### config.mk
export PLATFORM = sky130hd
export DESIGN_NAME = dsss_tx_scheduler_flat
export DESIGN_NICKNAME = d
export VERILOG_FILES = /design/src/rtl/dsss_tx_scheduler_if.sv /design/src/rtl/dsss_tx_scheduler.sv /design/src/flat_wrapper.sv
export SDC_FILE = /design/constraint.sdc
export NUM_CORES = 1
export LEC_CHECK = 0
export CAP_MARGIN = 40
export CORE_AREA = 2 2 82 104
export DETAILED_ROUTE_END_ITERATION = 10
export DIE_AREA = 0 0 84 106
export PLACE_DENSITY = 0.79
export SYNTH_ARGS = -nofsm -noshare
export SYNTH_HDL_FRONTEND = slang
export SYNTH_SLANG_ARGS = --single-unit
### constraint.sdc
create_clock -name clk2 -period 3.7 [get_ports clk2]
set_input_delay 0.925 -clock clk2 [delete_from_list [all_inputs] [get_ports clk2]]
set_output_delay 0.925 -clock clk2 [all_outputs]
set_load 0.01 [all_outputs]
### src/rtl/dsss_tx_scheduler_if.sv
// Frame request, payload byte stream and transmit strobes of the DSSS/BPSK frame scheduler.
// The master side requests frames and supplies bytes; the slave side is the scheduler.
interface dsss_tx_scheduler_if #(
    parameter int LEN_W = 8
) ();
    logic             start;
    logic [LEN_W-1:0] frame_len;
    logic             in_valid;
    logic [7:0]       in_data;
    logic             in_ready;
    logic             tx_bit;
    logic             tx_en;
    logic             chip_tick;
    logic             bit_tick;
    logic             busy;
    logic             frame_done;
    logic             underrun;

    modport master (
        output start, frame_len, in_valid, in_data,
        input  in_ready, tx_bit, tx_en, chip_tick, bit_tick, busy, frame_done, underrun
    );

    modport slave (
        input  start, frame_len, in_valid, in_data,
        output in_ready, tx_bit, tx_en, chip_tick, bit_tick, busy, frame_done, underrun
    );
endinterface

### src/rtl/dsss_tx_scheduler.sv
// Frame-level DSSS/BPSK transmit scheduler: chip/bit timing, preamble and payload
// serialisation (MSB first), one-byte holding buffer, guard interval and underrun flag.
module dsss_tx_scheduler #(
    parameter int                       CHIP_DIV         = 2500,
    parameter int                       CHIPS_PER_BIT    = 15,
    parameter int                       PREAMBLE_BITS    = 16,
    parameter logic [PREAMBLE_BITS-1:0] PREAMBLE_PATTERN = 16'hAAAA,
    parameter int                       GUARD_BITS       = 2,
    parameter int                       LEN_W            = 8
) (
    input  logic               clk2,
    input  logic               rst_n,
    dsss_tx_scheduler_if.slave bus
);
    localparam int CC_W    = (CHIP_DIV > 1) ? $clog2(CHIP_DIV) : 1;
    localparam int CI_W    = (CHIPS_PER_BIT > 1) ? $clog2(CHIPS_PER_BIT) : 1;
    localparam int BC_MAX0 = (PREAMBLE_BITS > 8) ? PREAMBLE_BITS : 8;
    localparam int BC_MAX  = (GUARD_BITS > BC_MAX0) ? GUARD_BITS : BC_MAX0;
    localparam int BC_W    = $clog2(BC_MAX);

    localparam logic [CC_W-1:0] CHIP_LAST  = CC_W'(CHIP_DIV - 1);
    localparam logic [CI_W-1:0] IDX_LAST   = CI_W'(CHIPS_PER_BIT - 1);
    localparam logic [BC_W-1:0] PRE_LAST   = BC_W'(PREAMBLE_BITS - 1);
    localparam logic [BC_W-1:0] BYTE_LAST  = BC_W'(7);
    localparam logic [BC_W-1:0] GUARD_LAST = BC_W'(GUARD_BITS - 1);

    typedef enum logic [1:0] {
        S_IDLE,
        S_PREAMBLE,
        S_PAYLOAD,
        S_GUARD
    } state_t;

    state_t                   state_reg, state_next;
    logic [CC_W-1:0]          chip_cnt_reg, chip_cnt_next;
    logic [CI_W-1:0]          chip_idx_reg, chip_idx_next;
    logic [BC_W-1:0]          bit_idx_reg, bit_idx_next;
    logic [PREAMBLE_BITS-1:0] pre_shift_reg, pre_shift_next;
    logic [7:0]               shift_reg, shift_next;
    logic [7:0]               hold_data_reg, hold_data_next;
    logic                     hold_full_reg, hold_full_next;
    logic [LEN_W-1:0]         len_reg, len_next;
    logic [LEN_W-1:0]         fetched_reg, fetched_next;
    logic [LEN_W-1:0]         sent_reg, sent_next;
    logic                     underrun_reg, underrun_next;

    logic in_ready_reg, in_ready_next;
    logic tx_bit_reg, tx_bit_next;
    logic tx_en_reg, tx_en_next;
    logic chip_tick_reg, chip_tick_next;
    logic bit_tick_reg, bit_tick_next;
    logic busy_reg, busy_next;
    logic frame_done_reg, frame_done_next;

    logic chip_end;
    logic bit_end;
    logic take;
    logic load;

    always_comb begin
        state_next      = state_reg;
        chip_cnt_next   = chip_cnt_reg;
        chip_idx_next   = chip_idx_reg;
        bit_idx_next    = bit_idx_reg;
        pre_shift_next  = pre_shift_reg;
        shift_next      = shift_reg;
        hold_data_next  = hold_data_reg;
        hold_full_next  = hold_full_reg;
        len_next        = len_reg;
        fetched_next    = fetched_reg;
        sent_next       = sent_reg;
        underrun_next   = underrun_reg;
        frame_done_next = 1'b0;
        load            = 1'b0;

        chip_end = (state_reg != S_IDLE) && (chip_cnt_reg == CHIP_LAST);
        bit_end  = chip_end && (chip_idx_reg == IDX_LAST);
        take     = bus.in_valid && in_ready_reg;

        if (state_reg != S_IDLE) begin
            if (chip_end) begin
                chip_cnt_next = '0;
                chip_idx_next = bit_end ? '0 : chip_idx_reg + 1'b1;
            end else begin
                chip_cnt_next = chip_cnt_reg + 1'b1;
            end
        end

        case (state_reg)
            S_IDLE: begin
                if (bus.start && (bus.frame_len != '0)) begin
                    state_next     = S_PREAMBLE;
                    len_next       = bus.frame_len;
                    underrun_next  = 1'b0;
                    chip_cnt_next  = '0;
                    chip_idx_next  = '0;
                    bit_idx_next   = '0;
                    hold_full_next = 1'b0;
                    fetched_next   = '0;
                    sent_next      = '0;
                    pre_shift_next = PREAMBLE_PATTERN;
                end
            end
            S_PREAMBLE: begin
                if (bit_end) begin
                    if (bit_idx_reg == PRE_LAST) begin
                        bit_idx_next = '0;
                        if (hold_full_reg) begin
                            load       = 1'b1;
                            state_next = S_PAYLOAD;
                        end else begin
                            underrun_next = 1'b1;
                            state_next    = S_GUARD;
                        end
                    end else begin
                        bit_idx_next   = bit_idx_reg + 1'b1;
                        pre_shift_next = pre_shift_reg << 1;
                    end
                end
            end
            S_PAYLOAD: begin
                if (bit_end) begin
                    if (bit_idx_reg == BYTE_LAST) begin
                        bit_idx_next = '0;
                        if (sent_reg == len_reg) begin
                            state_next = S_GUARD;
                        end else if (hold_full_reg) begin
                            load = 1'b1;
                        end else begin
                            // Byte not there in time: truncate the frame, drop the rest.
                            underrun_next = 1'b1;
                            state_next    = S_GUARD;
                        end
                    end else begin
                        bit_idx_next = bit_idx_reg + 1'b1;
                        shift_next   = shift_reg << 1;
                    end
                end
            end
            S_GUARD: begin
                if (bit_end) begin
                    if (bit_idx_reg == GUARD_LAST) begin
                        bit_idx_next    = '0;
                        state_next      = S_IDLE;
                        frame_done_next = 1'b1;
                    end else begin
                        bit_idx_next = bit_idx_reg + 1'b1;
                    end
                end
            end
            default: state_next = S_IDLE;
        endcase

        // Drain before fill, so a same-cycle transfer leaves the buffer full.
        if (load) begin
            shift_next     = hold_data_reg;
            hold_full_next = 1'b0;
            sent_next      = sent_reg + 1'b1;
        end
        if (take) begin
            hold_data_next = bus.in_data;
            hold_full_next = 1'b1;
            fetched_next   = fetched_reg + 1'b1;
        end

        busy_next      = (state_next != S_IDLE);
        tx_en_next     = (state_next == S_PREAMBLE) || (state_next == S_PAYLOAD);
        chip_tick_next = busy_next && (chip_cnt_next == CHIP_LAST);
        bit_tick_next  = chip_tick_next && (chip_idx_next == IDX_LAST);
        in_ready_next  = tx_en_next && !hold_full_next && (fetched_next < len_next);
        tx_bit_next    = 1'b0;
        if (state_next == S_PREAMBLE) begin
            tx_bit_next = pre_shift_next[PREAMBLE_BITS-1];
        end else if (state_next == S_PAYLOAD) begin
            tx_bit_next = shift_next[7];
        end
    end

    always_ff @(posedge clk2 or negedge rst_n) begin
        if (!rst_n) begin
            state_reg      <= S_IDLE;
            chip_cnt_reg   <= '0;
            chip_idx_reg   <= '0;
            bit_idx_reg    <= '0;
            pre_shift_reg  <= '0;
            shift_reg      <= '0;
            hold_data_reg  <= '0;
            hold_full_reg  <= 1'b0;
            len_reg        <= '0;
            fetched_reg    <= '0;
            sent_reg       <= '0;
            underrun_reg   <= 1'b0;
            in_ready_reg   <= 1'b0;
            tx_bit_reg     <= 1'b0;
            tx_en_reg      <= 1'b0;
            chip_tick_reg  <= 1'b0;
            bit_tick_reg   <= 1'b0;
            busy_reg       <= 1'b0;
            frame_done_reg <= 1'b0;
        end else begin
            state_reg      <= state_next;
            chip_cnt_reg   <= chip_cnt_next;
            chip_idx_reg   <= chip_idx_next;
            bit_idx_reg    <= bit_idx_next;
            pre_shift_reg  <= pre_shift_next;
            shift_reg      <= shift_next;
            hold_data_reg  <= hold_data_next;
            hold_full_reg  <= hold_full_next;
            len_reg        <= len_next;
            fetched_reg    <= fetched_next;
            sent_reg       <= sent_next;
            underrun_reg   <= underrun_next;
            in_ready_reg   <= in_ready_next;
            tx_bit_reg     <= tx_bit_next;
            tx_en_reg      <= tx_en_next;
            chip_tick_reg  <= chip_tick_next;
            bit_tick_reg   <= bit_tick_next;
            busy_reg       <= busy_next;
            frame_done_reg <= frame_done_next;
        end
    end

    assign bus.in_ready   = in_ready_reg;
    assign bus.tx_bit     = tx_bit_reg;
    assign bus.tx_en      = tx_en_reg;
    assign bus.chip_tick  = chip_tick_reg;
    assign bus.bit_tick   = bit_tick_reg;
    assign bus.busy       = busy_reg;
    assign bus.frame_done = frame_done_reg;
    assign bus.underrun   = underrun_reg;
endmodule

### src/flat_wrapper.sv
// flat-port wrapper written by rule: the top's interface ports become plain ports
module dsss_tx_scheduler_flat 
#(
    parameter int                       CHIP_DIV         = 2500,
    parameter int                       CHIPS_PER_BIT    = 15,
    parameter int                       PREAMBLE_BITS    = 16,
    parameter logic [PREAMBLE_BITS-1:0] PREAMBLE_PATTERN = 16'hAAAA,
    parameter int                       GUARD_BITS       = 2,
    parameter int                       LEN_W            = 8
)
  (clk2, rst_n, bus_start, bus_frame_len, bus_in_valid, bus_in_data, bus_in_ready, bus_tx_bit, bus_tx_en, bus_chip_tick, bus_bit_tick, bus_busy, bus_frame_done, bus_underrun);
  dsss_tx_scheduler_if #(.LEN_W(LEN_W)) bus_i ();
  input  logic clk2;
  input  logic rst_n;
  input wire logic [$bits(bus_i.start)-1:0] bus_start;
  input wire logic [$bits(bus_i.frame_len)-1:0] bus_frame_len;
  input wire logic [$bits(bus_i.in_valid)-1:0] bus_in_valid;
  input wire logic [$bits(bus_i.in_data)-1:0] bus_in_data;
  output wire logic [$bits(bus_i.in_ready)-1:0] bus_in_ready;
  output wire logic [$bits(bus_i.tx_bit)-1:0] bus_tx_bit;
  output wire logic [$bits(bus_i.tx_en)-1:0] bus_tx_en;
  output wire logic [$bits(bus_i.chip_tick)-1:0] bus_chip_tick;
  output wire logic [$bits(bus_i.bit_tick)-1:0] bus_bit_tick;
  output wire logic [$bits(bus_i.busy)-1:0] bus_busy;
  output wire logic [$bits(bus_i.frame_done)-1:0] bus_frame_done;
  output wire logic [$bits(bus_i.underrun)-1:0] bus_underrun;
  assign bus_i.start = bus_start;
  assign bus_i.frame_len = bus_frame_len;
  assign bus_i.in_valid = bus_in_valid;
  assign bus_i.in_data = bus_in_data;
  assign bus_in_ready = bus_i.in_ready;
  assign bus_tx_bit = bus_i.tx_bit;
  assign bus_tx_en = bus_i.tx_en;
  assign bus_chip_tick = bus_i.chip_tick;
  assign bus_bit_tick = bus_i.bit_tick;
  assign bus_busy = bus_i.busy;
  assign bus_frame_done = bus_i.frame_done;
  assign bus_underrun = bus_i.underrun;
  dsss_tx_scheduler #(.CHIP_DIV(CHIP_DIV), .CHIPS_PER_BIT(CHIPS_PER_BIT), .PREAMBLE_BITS(PREAMBLE_BITS), .PREAMBLE_PATTERN(PREAMBLE_PATTERN), .GUARD_BITS(GUARD_BITS), .LEN_W(LEN_W)) u_core (.clk2(clk2), .rst_n(rst_n), .bus(bus_i));
endmodule
---- Word-level counts from Yosys, hierarchy flattened ----
Index checks and enable logic that the tools add are counted.
storage, ports and cells
  flip-flop bits (word level) ............. 87
  bits in latches ......................... 0
  RAM bits ................................ 0
  bits in read-only memories .............. 0
  input bits .............................. 20
  output and inout port bits .............. 8
  logic and storage cells ................. 142
  memories ................................ 0
operators by class
  add/subtract/negate cells ............... 5
  multiply operators ...................... 0
  divide/modulo/power cells ............... 0
  $lt $le $gt $ge ......................... 1
  equal/unequal tests ..................... 22
  shift operators ......................... 0
  mux-type cells .......................... 68
  bitwise logic cells ..................... 0
  reductions and logical operators ........ 25
operators by type and width
  kind                     count
  $mux W8                  12
  $mux W12                 4
  $mux W16                 3
  $mux W4                  12
  $pmux W16 S2             1
  $eq A12 B12 Y1 const B   2
  $mux W1                  23
  $mux W2                  9
  $add A8 B1 Y8 const B    2
  $pmux W4 S4              1
  $ne A2 B1 Y1 const B     7
  $reduce_bool A2 Y1       7
  $add A12 B1 Y12 const B  1
  $eq A4 B4 Y1 const B     3
  $add A4 B1 Y4 const B    2
  $eq A8 B8 Y1             1
  $logic_and A1 B1 Y1      8
  $lt A8 B8 Y1             1
  $pmux W2 S4              1
  $reduce_and A4 Y1        2
  $reduce_bool A8 Y1       1
  $reduce_and A7 Y1        1
  $eq A2 B2 Y1 const B     3
  $eq A2 B1 Y1 const B     2
  other kinds (11)         12

---- Depth between registers and ports, before layout ----
  depth in word-level cells ............... 10
  gate-level depth with buffers ........... 15
  gate-level depth less buffers ........... 14

---- Worst setup path after synthesis ----
No wires, ideal clock.
  path type ............................... register -> register
  from .................................... register u_core.chip_cnt_reg[0]
  to ...................................... register u_core.bit_tick_reg (netlist: u_core.bus.bit_tick)
  setup time .............................. 120 ps
  data arrival time ....................... 3254 ps
  data required time ...................... 3580 ps
  setup slack ............................. 325 ps
  stages on the path, launching flop included .. 15
  path through ............................ dfrtp_1 > ha_1 > buf_2 > or4bb_1 > nor4_1 > a21boi_0 > a21oi_1 > a21oi_1 > o31ai_1 > ha_1 > inv_1 > nand4_1 > nor4_1 > and4_1 > and4_1
RTL lines
  item                        line                                                                          text
  from (decl)                 dsss_tx_scheduler.sv:35                                                       logic [CC_W-1:0] chip_cnt_reg, chip_cnt_next;
  from (signal assigned)      dsss_tx_scheduler.sv:202                                                      chip_cnt_reg <= chip_cnt_next;
  $eq A12 B12 Y1 (*)          dsss_tx_scheduler.sv:76                                                       chip_end = (state_reg != S_IDLE) && (chip_cnt_reg == CHIP_LAST);
  $logic_and A1 B1 Y1 (*)     dsss_tx_scheduler.sv:76
  $logic_and A1 B1 Y1 (*)     dsss_tx_scheduler.sv:77                                                       bit_end = chip_end && (chip_idx_reg == IDX_LAST);
  $mux W2 (on tied branches)  dsss_tx_scheduler.sv:141, dsss_tx_scheduler.sv:105, dsss_tx_scheduler.sv:122
  $pmux W2 S4 (*)             dsss_tx_scheduler.sv:89                                                       case (state_reg)
  $reduce_bool A2 Y1 (*)      dsss_tx_scheduler.sv:166                                                      busy_next = (state_next != S_IDLE);
  net u_core.busy_next        dsss_tx_scheduler.sv:52                                                       logic busy_reg, busy_next;
  $logic_and A1 B1 Y1 (*)     dsss_tx_scheduler.sv:168                                                      chip_tick_next = busy_next && (chip_cnt_next == CHIP_LAST);
  net u_core.chip_tick_next   dsss_tx_scheduler.sv:50                                                       logic chip_tick_reg, chip_tick_next;
  $logic_and A1 B1 Y1 (*)     dsss_tx_scheduler.sv:169                                                      bit_tick_next = chip_tick_next && (chip_idx_next == IDX_LAST);
  net u_core.bit_tick_next    dsss_tx_scheduler.sv:51                                                       logic bit_tick_reg, bit_tick_next;
  to (signal assigned)        dsss_tx_scheduler.sv:217                                                      bit_tick_reg <= bit_tick_next;
  to (decl)                   dsss_tx_scheduler.sv:51
Mark *: on every way through the listed nets, which the timed path passes. The rest lies on a longest branch.
A chain may end at the register's enable or synchronous reset.

---- Worst setup path after layout ----
Ends and elaborated chain as after synthesis.

==> flow_summary.yaml <==
power_and_ir_drop:
  p_leak_uw: 0.00245
  p_sw_share_pct: 35.4
  seqPwrFrac_pct: 42.3
  ir_drop_v: 0.000324
  share_comb_of_total_power_pct: 33.0
  p_clk_share_pct: 24.7
  intPower_uw: 1900
  p_switching_uw: 1040
  p_per_area_nw_per_um2: 558
timing:
  maxSlewViolCount: 0
  fin_crit_ps: 3430
  hold_viol: 0
  clock_skew_ps: 7.93
  relSlewSlack_pct: 42.7
  min_period_over_period_pct: 92.6
  rsz0062_at_grt: "no"
  setup_viol: 0
  fmax_ghz: 0.292
  finalSetupTns_ps: 0
  whs_ps: 440
  worstMarginPinSlew_ps: 852
logic_synthesis:
  ys_ff_latch: 86
  synthFlopType: "dfrtp_1"
  syn_area_um2: 4630
  syn_inst: 486
  synth_nets: 529
  synth_edf_count: 0
  yosysWarnings: 0
  synthArstFlopShare_pct: 100
  ys_seq_area_share_pct: 46.5
  avgSynthCellArea_um2: 9.53
  synthDistinctLibCells: 59
worst_setup_path:
  critPathRequiredTime_ps: 4010
  path_class: "reg2reg"
  arrival_ps: 3740
  path_max_fanout: 7
  cp-start-kind: "register"
  cp-end-kind: "register"
global_route:
  grt_util_all_layers_pct: 24.9
  overflow: 0
  grt_pass1_vias: 3818
  antenna_found_initial: 0
  grt_max_degree: 65
  grt_pass1_wl_um: 17600
route:
  antenna_left: 0
  vias: 3746
  wl_met3_um: 467
  dr_wl_met2_um: 5380
  drc_errors: 0
  wl_um: 10200
  first_pass_iters: 5
  routedWlPerCell_um: 16.5
  m1WireLength_um: 4200
  top_layer: "met4"
  drt_first_iter_violations: 283
  viasPerCell: 6.03
place:
  dp_hpwl_um: 7420
  io_buffers: 27
  gp_congestion: 0.899
die:
  num_rows: 37
  die_h_um: 106
  core_area_um2: 8010
  start_util_pct: 57.8
  die_w_um: 84
  io-pin-count: 28
  die_area_um2: 8900
clocking:
  cts_root_buffer: "clkbuf_8"
  clk_latency_ps: 370
  ctsResizeCount: 0
  cts_hold_buf: 0
  clkTransAtPathRegs_ps: 80
  cts-htree-levels: 3
  post_cts_buffers: 0
  cts_num_sinks: 86
  cts_buffers: 9
  tritoncts: "done"
  clockBufferDepth: 2
final_layout:
  drive_gt1_share_pct: 8.02
  area_delta_synth_final_pct: 13.7
  final_cell_mix: "86 x dfrtp_1, 63 x nand2_1, 37 x nand3_1"
  largest_reg_flops: 15
  n_fill_cell: 675
  diodes: 0
  finalNetCount: 562
  utilization_pct: 65.8
  layout_commonest_cell: "dfrtp_1"
job:
  drv_cap: 0
status:
  status: "finished clean"
worst_hold_path:
  holdCritPathClass: "in2async"
-- logic make-up after synthesis --
family          count (synthesis)  share of synthesized area (%)
simple gates                  198                           21.6
compound gates                103                           15.0
flops                          86                           46.5
buf+inv                        43                           4.02
fa+ha+maj                      23                           6.21
xor+xnor                       22                           4.16
mux                            11                           2.54
-- power groups by stage --
stage	registers, uW	clock network, uW	logic [uW]
after detailed placement	1260	0	968
after floorplan	1220	0	668
after CTS	1240	739	974
after global routing	1270	775	1100
final	1240	728	970
after global placement	1260	0	928
-- metal layers --
metal / global-route usage [%] / up-vias
met5: 0 / -
met4: 10.3 / 0
met3: 5.67 / 18
met2: 43.3 / 105
met1: 29.7 / 1818
li1: - / 1805
-- worst paths after layout --
| kind | startpoint | to | slack [ps] | depth (start not counted) |
|---|---|---|---|---|
| max | u_core.chip_cnt_reg[0] | u_core.bus.bit_tick | 270 | 13 |
| min | rst_n | u_core.chip_cnt_reg[6] | 440 | 1 |
| max reg2reg | u_core.chip_cnt_reg[0] | u_core.bus.bit_tick | 270 | 13 |
| min reg2reg | u_core.hold_data_reg[0] | u_core.shift_reg[0] | 480 | 2 |
| max in group asynchronous | rst_n | u_core.shift_reg[0] | 2660 | 2 |
| min in group clk2 | u_core.hold_data_reg[0] | u_core.shift_reg[0] | 480 | 2 |
-- synthesized netlist by cell type (2+ instances only) --
| library cell | number | area, um2 |
|---|---|---|
| o31ai_1 | 4 | 30.0 |
| and3_1 | 7 | 43.8 |
| buf_6 | 2 | 22.5 |
| nand2_1 | 63 | 236 |
| a22oi_1 | 6 | 45.0 |
| nand3b_1 | 2 | 15.0 |
| o21ai_1 | 2 | 10.0 |
| and2_1 | 3 | 18.8 |
| mux2i_1 | 8 | 80.1 |
| or2_2 | 3 | 18.8 |
| nand4_1 | 7 | 43.8 |
| dfrtp_1 | 86 | 2150 |
| nor2_1 | 29 | 109 |
| o21ai_0 | 25 | 125 |
| nor3_1 | 9 | 45.0 |
| inv_1 | 23 | 86.3 |
| a21o_1 | 6 | 45.0 |
| ha_1 | 23 | 288 |
| mux2_2 | 2 | 22.5 |
| buf_2 | 5 | 25.0 |
| o22ai_1 | 2 | 12.5 |
| or4_4 | 3 | 33.8 |
| xnor2_1 | 8 | 70.1 |
| nand3_1 | 37 | 185 |
| a21oi_1 | 19 | 95.1 |
| or3_1 | 2 | 12.5 |
| clkbuf_1 | 12 | 45.0 |
| o22a_1 | 6 | 52.6 |
| a31oi_1 | 6 | 37.5 |
| a22o_1 | 9 | 78.8 |
| xor2_1 | 14 | 123 |
| o21a_1 | 4 | 30.0 |
| and4_1 | 3 | 26.3 |
| nand4b_1 | 3 | 26.3 |
| nor4_1 | 8 | 50.1 |
| or4_1 | 3 | 22.5 |
| nor3b_1 | 2 | 15.0 |
| nor2b_1 | 4 | 25.0 |
| nand2b_1 | 6 | 37.5 |
-- per-stage QoR --
| stage | instances | power (uW) | instance area, um2 | worst slack, ps |
|---|---|---|---|---|
| after global placement | 604 | 2190 | 5030 | 90.9 |
| after global routing | 621 | 3140 | 5270 | 22.1 |
| after detailed placement | 605 | 2230 | 5050 | -25.2 |
| after floorplan | 486 | 1890 | 4630 | 325 |
| after CTS | 621 | 2950 | 5270 | 348 |
| final | 621 | 2940 | 5270 | 273 |
-- area by class of cell --
type	count	area [um2]	share of cell area, %
clock buffer	10	128	2.42
timing repair buffer	42	400	7.60
tap	97	121	2.30
multi-input combinational	357	2290	43.5
sequential	86	2150	40.9
inverter	23	86.3	1.64
clock inverter	6	86.3	1.64
-- worst max-delay path, stage by stage (launching register included) --
cell and delay (ps):
dfrtp_1 460, ha_1 210, or4bb_1 500, nor4_1 380
buf_4 220, a31oi_1 100, a21bo_2 220, o311ai_0 210
ha_1 260, inv_1 70, nand4_1 90, nor4_1 220
and4_1 250, and4_1 180
Note: power is estimated with default switching activity, not from simulation.
